[config.mk]
export PLATFORM = sky130hd
export DESIGN_NAME = mips_multicycle_control
export DESIGN_NICKNAME = d
export VERILOG_FILES = /design/src/rtl/mips_multicycle_control.sv
export SDC_FILE = /design/constraint.sdc
export NUM_CORES = 1
export LEC_CHECK = 0
export ABC_AREA = 1
export CAP_MARGIN = 20
export CORE_MARGIN = 3
export CORE_UTILIZATION = 44
export CTS_CLUSTER_SIZE = 12
export DETAILED_ROUTE_END_ITERATION = 12
export DONT_BUFFER_PORTS = 1
export HOLD_SLACK_MARGIN = 0.06
export PLACE_DENSITY_LB_ADDON = 0.12
export SYNTH_ARGS = -nofsm -noshare
export SYNTH_HDL_FRONTEND = slang
export SYNTH_SLANG_ARGS = --single-unit
[constraint.sdc]
create_clock -name clk_i -period 2.8 [get_ports clk_i]
set_input_delay 0.42 -clock clk_i [delete_from_list [all_inputs] [get_ports clk_i]]
set_output_delay 0.42 -clock clk_i [all_outputs]
set_load 0.01 [all_outputs]
[src/rtl/mips_multicycle_control.sv]
// Multicycle MIPS main control: Moore FSM sequencing fetch/decode/execute/memory/write-back, 2-5 cycles per instruction.
// Stalls in FETCH, MEMRD and MEMWR until mem_ready_i; outputs are combinational from state and are forced low during reset.
module mips_multicycle_control #(
   parameter int CNT_W = 32
) (
   input  logic             clk_i,
   input  logic             rst_n_i,
   input  logic [5:0]       opcode_i,
   input  logic             mem_ready_i,
   output logic             pc_write_o,
   output logic             pc_write_cond_o,
   output logic             i_or_d_o,
   output logic             mem_read_o,
   output logic             mem_write_o,
   output logic             ir_write_o,
   output logic             mem_to_reg_o,
   output logic             reg_dst_o,
   output logic             reg_write_o,
   output logic             alu_src_a_o,
   output logic [1:0]       alu_src_b_o,
   output logic [1:0]       alu_op_o,
   output logic [1:0]       pc_source_o,
   output logic             illegal_op_o,
   output logic             instr_done_o,
   output logic [CNT_W-1:0] retired_o,
   output logic [3:0]       state_o
);

   typedef enum logic [3:0] {
      S_FETCH  = 4'd0,
      S_DECODE = 4'd1,
      S_MEMADR = 4'd2,
      S_MEMRD  = 4'd3,
      S_MEMWB  = 4'd4,
      S_MEMWR  = 4'd5,
      S_EXEC   = 4'd6,
      S_RWB    = 4'd7,
      S_BRANCH = 4'd8,
      S_JUMP   = 4'd9,
      S_ADDIEX = 4'd10,
      S_ADDIWB = 4'd11
   } state_e;

   localparam logic [5:0] OP_RTYPE = 6'b000000;
   localparam logic [5:0] OP_LW    = 6'b100011;
   localparam logic [5:0] OP_SW    = 6'b101011;
   localparam logic [5:0] OP_BEQ   = 6'b000100;
   localparam logic [5:0] OP_J     = 6'b000010;
   localparam logic [5:0] OP_ADDI  = 6'b001000;

   state_e           state_q, state_d;
   logic [CNT_W-1:0] retired_q, retired_d;

   always_ff @(posedge clk_i) begin
      if (!rst_n_i) begin
         state_q   <= S_FETCH;
         retired_q <= '0;
      end else begin
         state_q   <= state_d;
         retired_q <= retired_d;
      end
   end

   always_comb begin
      state_d         = state_q;
      pc_write_o      = 1'b0;
      pc_write_cond_o = 1'b0;
      i_or_d_o        = 1'b0;
      mem_read_o      = 1'b0;
      mem_write_o     = 1'b0;
      ir_write_o      = 1'b0;
      mem_to_reg_o    = 1'b0;
      reg_dst_o       = 1'b0;
      reg_write_o     = 1'b0;
      alu_src_a_o     = 1'b0;
      alu_src_b_o     = 2'b00;
      alu_op_o        = 2'b00;
      pc_source_o     = 2'b00;
      illegal_op_o    = 1'b0;
      instr_done_o    = 1'b0;
      unique case (state_q)
         S_FETCH: begin
            mem_read_o  = 1'b1;
            alu_src_b_o = 2'b01;
            ir_write_o  = mem_ready_i;
            pc_write_o  = mem_ready_i;
            if (mem_ready_i) state_d = S_DECODE;
         end
         S_DECODE: begin
            alu_src_b_o = 2'b11;
            case (opcode_i)
               OP_LW, OP_SW: state_d = S_MEMADR;
               OP_RTYPE:     state_d = S_EXEC;
               OP_BEQ:       state_d = S_BRANCH;
               OP_J:         state_d = S_JUMP;
               OP_ADDI:      state_d = S_ADDIEX;
               default: begin
                  illegal_op_o = 1'b1;
                  state_d      = S_FETCH;
               end
            endcase
         end
         S_MEMADR: begin
            alu_src_a_o = 1'b1;
            alu_src_b_o = 2'b10;
            state_d     = (opcode_i == OP_SW) ? S_MEMWR : S_MEMRD;
         end
         S_MEMRD: begin
            mem_read_o = 1'b1;
            i_or_d_o   = 1'b1;
            if (mem_ready_i) state_d = S_MEMWB;
         end
         S_MEMWB: begin
            reg_write_o  = 1'b1;
            mem_to_reg_o = 1'b1;
            instr_done_o = 1'b1;
            state_d      = S_FETCH;
         end
         S_MEMWR: begin
            mem_write_o = 1'b1;
            i_or_d_o    = 1'b1;
            if (mem_ready_i) begin
               instr_done_o = 1'b1;
               state_d      = S_FETCH;
            end
         end
         S_EXEC: begin
            alu_src_a_o = 1'b1;
            alu_op_o    = 2'b10;
            state_d     = S_RWB;
         end
         S_RWB: begin
            reg_write_o  = 1'b1;
            reg_dst_o    = 1'b1;
            instr_done_o = 1'b1;
            state_d      = S_FETCH;
         end
         S_BRANCH: begin
            alu_src_a_o     = 1'b1;
            alu_op_o        = 2'b01;
            pc_write_cond_o = 1'b1;
            pc_source_o     = 2'b01;
            instr_done_o    = 1'b1;
            state_d         = S_FETCH;
         end
         S_JUMP: begin
            pc_write_o   = 1'b1;
            pc_source_o  = 2'b10;
            instr_done_o = 1'b1;
            state_d      = S_FETCH;
         end
         S_ADDIEX: begin
            alu_src_a_o = 1'b1;
            alu_src_b_o = 2'b10;
            state_d     = S_ADDIWB;
         end
         S_ADDIWB: begin
            reg_write_o  = 1'b1;
            instr_done_o = 1'b1;
            state_d      = S_FETCH;
         end
         default: state_d = S_FETCH;
      endcase
      // Reset has priority over every strobe, including the mem_ready-gated ones.
      if (!rst_n_i) begin
         pc_write_o      = 1'b0;
         pc_write_cond_o = 1'b0;
         i_or_d_o        = 1'b0;
         mem_read_o      = 1'b0;
         mem_write_o     = 1'b0;
         ir_write_o      = 1'b0;
         mem_to_reg_o    = 1'b0;
         reg_dst_o       = 1'b0;
         reg_write_o     = 1'b0;
         alu_src_a_o     = 1'b0;
         alu_src_b_o     = 2'b00;
         alu_op_o        = 2'b00;
         pc_source_o     = 2'b00;
         illegal_op_o    = 1'b0;
         instr_done_o    = 1'b0;
      end
      retired_d = retired_q + CNT_W'(instr_done_o);
   end

   assign retired_o = retired_q;
   assign state_o   = state_q;

endmodule

==> results.sh, run 1 <==
export IMPL_irDropWorstVdd_v=0.000202
export IMPL_crit_required_ps=2990
export IMPL_yosysSeqAreaShare_pct=32.5
export IMPL_proportion_of_register_bits_with_asynchronous_set_or_reset_after_synthesis_pct=0
export IMPL_clock_tree_buffer_depth=2
export IMPL_antennaDiodeCount=0
export IMPL_grt_start_max_net_pins=20
export IMPL_post_route_period_util_pct=91.4
export IMPL_critical_path_slowest_cell="dfxtp_1"
export IMPL_r2r_worst_path_cells=13
export IMPL_final_net_count=389
export IMPL_slew_violations=0
export IMPL_fin_cells=446
export IMPL_crit_fanout=7
export IMPL_crit_path_start_kind="register"
export IMPL_min_period_ps=2560
export IMPL_synth_top_cell_by_area="dfxtp_1"
export IMPL_first_pass_grt_wire_length_um=10000
export IMPL_cp_cell_sequence="inv_1 -> nor2_1 -> o21ai_0 -> a31oi_4 -> ha_2 -> ha_1 -> nand2_1 -> nor2_4 -> nand2_2 -> nor2_4 -> nand4_1 -> nand2_1 -> nor2_1"
export IMPL_grt_antenna_before_repair=0
export IMPL_fmax_mhz=391
export IMPL_core_area_sq_um=4790
export IMPL_timing_max_slew_rel_slack_pct=63.6
export IMPL_ys_ff_latch=36
export IMPL_vias_per_cell=5.15
export IMPL_timing_setup_tns_ps=0
export IMPL_initial_utilization_pct=46.3
export IMPL_post_place_cells=436
export IMPL_critPathMaxStageDelay_ps=420
export IMPL_leakage_power_nw=0.842
export IMPL_grt_overflow=0
export IMPL_last_weighted_congestion_value_of_the_routability_driven_placer=0.864
export IMPL_port_buffers=0
export IMPL_drt_iter0_drc=108
export IMPL_finish_utilization_pct=50.4
export IMPL_timing_clock_skew_ps=7.95
export IMPL_detailed_place_hpwl_um=4690
export IMPL_fill_cells=506
export IMPL_cts_tree="yes"
export IMPL_synth_enable_flop_cells=0
export IMPL_clock_tree_root_cell="clkbuf_8"
export IMPL_primary_flip_flop_cell_chosen_by_synthesis_mapping="dfxtp_1"
export IMPL_post_synth_inst_count=373
export IMPL_critical_path_class="register to register"
export IMPL_main_area_contributors_after_synthesis="dfxtp_1, nand2_1, nor2_1"
export IMPL_io_pins=63
export IMPL_cts_reportedPaths_clkPinSlew_ps=70
export IMPL_route_vias_total=2298
export IMPL_areaGrowthSynthToFinish_pct=8.80
export IMPL_finalSetupViolCount=0
export IMPL_drtAntennaViolNets=0
export IMPL_final_layout_size_suffix_gt1_share_pct=8.71
export IMPL_hold_worst_slack_ps=224
export IMPL_min_delay_path_class="input port to register"
export IMPL_synth_lib_cells_used_distinct=24
export IMPL_synth_most_common_cell="nand2_1"
export IMPL_critical_path_endpoint_type="register"
export IMPL_cpLargestDelayFamily="simple AND/OR/NAND/NOR gates"
export IMPL_h_tree_lvls=2
export IMPL_synth_fp_nets=384
export IMPL_worstPathBufferInverterCount=1
export IMPL_crit_cells=13
export IMPL_syn_area_per_cell_sq_um=5.94
export IMPL_synth_top_cell_area_share_pct=32.5
export IMPL_gr_usage_all_layers_pct=20.8
export IMPL_hold_depth=2
export IMPL_final_hold_viol_count=0
export IMPL_arrival_ps=2740
export IMPL_power_density_nw_per_um2=397
export IMPL_fp_dieArea_sq_um=5930
export IMPL_number_of_global_route_vias_before_repair=2201
export IMPL_detailedRoute_firstPassIterationCount=4
export IMPL_number_of_synthesis_warnings=0
export IMPL_cts_inserted_buffers=5
export IMPL_die_w_um=77.0
export IMPL_drc=0
export IMPL_tritoncts_num_sinks=36
export IMPL_die_y_um=77.0
export IMPL_max_cap_violations=0
export IMPL_ys_top_cells_by_count="nand2_1, nor2_1, inv_1"
export IMPL_wl_um=5990
export IMPL_row_count=25
export IMPL_worstSkewPairLatency_ps=290
export IMPL_wl_per_cell_um=13.4
export IMPL_worst_slew_pin_transition_ps=544
export IMPL_run_status="complete, no violations"
export IMPL_synth_area_sq_um=2220
## power breakdown
part / internal [mW] / leakage [nW] / switching [mW]
Sequential: 0.514 / 0.290 / 0.00427
Combinational: 0.0150 / 0.506 / 0.0364
Clock: 0.201 / 0.0455 / 0.187
Total: 0.730 / 0.842 / 0.227
## placed cells by master (no fill, tap or decap), types with 3 or more instances in the layout
cell        n
nor3_1      7
nor2_2     10
o21ai_0    10
dfxtp_1    35
nor2_4      3
clkbuf_8    6
a21oi_1    32
nor2_1     69
inv_2       3
nand2_2     3
buf_4       4
inv_1      37
nand3_1    14
nand2_1   122
nand3b_1   10
## layout make-up
type | count | area, sq um | share of cell area [%]
Inverter | 40 | 150 | 6.22
Timing Repair Buffer | 4 | 30.0 | 1.24
Multi-Input combinational cell | 291 | 1340 | 55.4
Clock buffer | 8 | 90.1 | 3.73
Tap cell | 67 | 83.8 | 3.48
Sequential cell | 36 | 722 | 29.9
## per-layer routing
layer / global-route usage [%] / vias up / routed length (um)
met2: 37.9 / 78 / 2980
met5: 0 / - / 0
met3: 7.04 / 16 / 450
li1: - / 1184 / -
met1: 21.7 / 1020 / 2370
met4: 8.72 / 0 / 185
## repair_timing
action                     in CTS  in global routing
hold buffers                    0                  0
setup endpoints to repair       0                 10
buffers inserted                0                  2
gates resized for setup         0                  5
## per-stage QoR
stage	area, sq um	setup WS [ps]	total power [mW]
after global routing	2410	-15.8	0.996
after global placement	2290	341	0.579
final	2410	242	0.957
after detailed placement	2290	234	0.580
after floorplan	2220	468	0.571
after CTS	2380	198	0.968
## worst paths after layout
kind,endpoint,slack [ps],from
setup / recovery,retired_o[18]$_SDFF_PN0_,240,state_o[3]$_SDFFE_PN0P_
hold / removal,retired_o[1]$_SDFF_PN0_,220,rst_n_i
setup reg to reg,retired_o[18]$_SDFF_PN0_,240,state_o[3]$_SDFFE_PN0P_
hold reg to reg,retired_o[31]$_SDFF_PN0_,520,retired_o[31]$_SDFF_PN0_
## registers in the layout, summed over array words and instances (netlist names)
register and count:
retired_o 32, state_o 4
## kinds of logic after synthesis
group | share of synthesized area, %
AND/OR/NAND/NOR | 46.6
buffers and inverters | 8.13
AO/OA/AOI/OAI | 10.5
flip-flops | 32.5
XOR/XNOR | 1.19
adder cells (fa/ha/maj) | 1.13
Note: power is estimated with default switching activity, not from simulation.
==> run 2, diff against run 1 <==
--- a/config.mk
+++ b/config.mk
@@ -7,6 +7,7 @@
 export LEC_CHECK = 0
 export ABC_AREA = 1
 export CAP_MARGIN = 20
+export CORE_ASPECT_RATIO = 0.75
 export CORE_MARGIN = 3
 export CORE_UTILIZATION = 44
 export CTS_CLUSTER_SIZE = 12
==> run 2 against run 1 <==
  * Clock skew barely moved
  * Final area fell by 1.1%
  * Sequential power barely moved
  * Count of clock-buffer cells in the layout fell by 2
  * Critical path type unchanged
  * Via count fell by 0.17%
  * Die area rose by 0.15%
  * Highest routed layer unchanged
  * Sequential share of layout area rose by 0.40 points
  * Total power fell by 0.29%
  * Largest power group unchanged
==> results.sh, run 2 (same netlist as run 1, synthesis figures left out) <==
export IMPL_grt_antenna_before_repair=0
export IMPL_drt_iter0_drc=209
export IMPL_initial_utilization_pct=47.7
export IMPL_hold_worst_slack_ps=225
export IMPL_tritoncts_num_sinks=36
export IMPL_row_count=21
export IMPL_wl_per_cell_um=14.0
export IMPL_die_y_um=67.5
export IMPL_antennaDiodeCount=0
export IMPL_grt_overflow=0
export IMPL_clock_tree_root_cell="clkbuf_8"
export IMPL_wl_um=6110
export IMPL_gr_usage_all_layers_pct=21.7
export IMPL_power_switching_fraction_pct=23.8
export IMPL_fmax_mhz=396
export IMPL_detailed_place_hpwl_um=4880
export IMPL_clock_tree_buffer_depth=2
export IMPL_io_pins=63
export IMPL_min_delay_path_class="input port to register"
export IMPL_worstPathBufferInverterCount=4
export IMPL_worstSkewPairLatency_ps=290
export IMPL_cts_inserted_buffers=5
export IMPL_drtAntennaViolNets=0
export IMPL_h_tree_lvls=2
export IMPL_layout_cells_most_common_list="nand2_1, nor2_1, inv_1, dfxtp_1, a21oi_1"
export IMPL_fill_cells=490
export IMPL_drc=0
export IMPL_cts_hold_buf=0
export IMPL_dpl_cell_area_sq_um=2280
export IMPL_vias_per_cell=5.27
export IMPL_arrival_ps=2740
export IMPL_cts_reportedPaths_clkPinSlew_ps=70
export IMPL_internal_power_mw=0.727
export IMPL_power_share_sequential_pct=54.3
export IMPL_route_vias_total=2294
export IMPL_post_route_period_util_pct=90.3
export IMPL_grt_start_max_net_pins=20
export IMPL_irDropWorstVdd_v=0.000160
export IMPL_power_density_nw_per_um2=400
export IMPL_combPwrFrac_pct=5.6
export IMPL_detailedRoute_firstPassIterationCount=5
export IMPL_crit_path_start_kind="register"
export IMPL_crit_fanout=6
export IMPL_final_layout_size_suffix_gt1_share_pct=8.99
export IMPL_part_of_the_power_in_the_clock_network_pct=40.0
export IMPL_fp_dieArea_sq_um=5940
export IMPL_crit_required_ps=3020
export IMPL_grt_setup_unrepaired="no"
export IMPL_cpLargestDelayFamily="simple AND/OR/NAND/NOR gates"
export IMPL_timing_max_slew_rel_slack_pct=63.3
export IMPL_critical_path_endpoint_type="register"
export IMPL_die_w_um=88.0
export IMPL_cp_cell_sequence="inv_1 -> nand2_1 -> inv_1 -> nand2_1 -> inv_1 -> nand2_1 -> a31oi_2 -> ha_2 -> ha_1 -> nand2_1 -> nor2_4 -> inv_1 -> nor2_2 -> nand3_1 -> a21oi_1"
export IMPL_max_cap_violations=0
export IMPL_critPathMaxStageDelay_ps=410
export IMPL_finalSetupViolCount=0
export IMPL_critical_path_slowest_cell="dfxtp_1"
export IMPL_final_common_cell="nand2_1"
export IMPL_critical_path_class="register to register"
export IMPL_last_weighted_congestion_value_of_the_routability_driven_placer=0.892
export IMPL_core_area_sq_um=4650
export IMPL_final_hold_viol_count=0
export IMPL_leakage_power_nw=0.840
export IMPL_worst_slew_pin_transition_ps=548
export IMPL_finish_utilization_pct=51.3
export IMPL_slew_violations=0
export IMPL_areaGrowthSynthToFinish_pct=7.56
export IMPL_run_status="complete, no violations"
export IMPL_port_buffers=0
export IMPL_timing_clock_skew_ps=8.29
export IMPL_final_design_area_no_fill_sq_um=2380
export IMPL_timing_setup_tns_ps=0
export IMPL_cts_tree="yes"
export IMPL_switchingPower_mw=0.228
export IMPL_first_pass_grt_wire_length_um=9770
export IMPL_min_period_ps=2530
export IMPL_number_of_global_route_vias_before_repair=1956
export IMPL_largest_reg_flops=32
export IMPL_final_net_count=388
==> run 2: worst register-to-register path, cell delays in order, from the launching register on <==
cell and delay, ps:
dfxtp_1 410, inv_1 110, nand2_1 70, inv_1 90
nand2_1 120, inv_1 100, nand2_1 90, a31oi_2 220
ha_2 230, ha_1 170, nand2_1 110, nor2_4 170
inv_1 100, nor2_2 200, nand3_1 100, a21oi_1 150
==> run 2: power groups by stage <==
stage / Combinational, mW / Clock (mW) / Sequential [mW]
2_1_floorplan: 0.0428 / 0 / 0.529
3_3_place_gp: 0.0529 / 0 / 0.530
3_5_place_dp: 0.0528 / 0 / 0.530
4_1_cts: 0.0530 / 0.396 / 0.518
5_1_grt: 0.0608 / 0.415 / 0.519
6_report: 0.0537 / 0.382 / 0.518
==> run 2: area by class of cell <==
class | instances | area (sq um) | area share (%)
Tap cell | 57 | 71.3 | 2.99
Timing Repair Buffer | 3 | 22.5 | 0.944
Clock buffer | 6 | 82.6 | 3.46
Sequential cell | 36 | 723 | 30.3
Clock inverter | 2 | 10.0 | 0.420
Inverter | 40 | 150 | 6.30
Multi-Input combinational cell | 291 | 1330 | 55.6
==> run 2: repair_timing <==
action | in CTS | in global routing
setup endpoints to repair | 0 | 5
buffers inserted | 0 | 0
resized for setup | 0 | 4
==> run 2: worst paths after layout <==
path,start,to,slack (ps),cells after the start
max reg2reg,state_o[1]$_SDFFE_PN0P_,retired_o[28]$_SDFF_PN0_,270,15
min,rst_n_i,retired_o[1]$_SDFF_PN0_,220,2
max,state_o[1]$_SDFFE_PN0P_,retired_o[28]$_SDFF_PN0_,270,15
min reg2reg,retired_o[31]$_SDFF_PN0_,retired_o[31]$_SDFF_PN0_,540,2
==> run 2: per-stage QoR <==
step           setup WS, ps  std cells  total power [mW]
6_report                272        435             0.954
4_1_cts                 195        435             0.966
3_3_place_gp            272        427             0.583
2_1_floorplan           468        373             0.571
5_1_grt                61.0        435             0.995
3_5_place_dp            225        427             0.583
==> run 2: metal layers <==
layer | track usage [%] | vias to the layer above | share of wire [%]
met5 | 0 | - | 0
met4 | 5.75 | 0 | 0.82
met3 | 7.68 | 6 | 12
met2 | 26.8 | 121 | 36
met1 | 34.1 | 973 | 51
li1 | - | 1194 | -
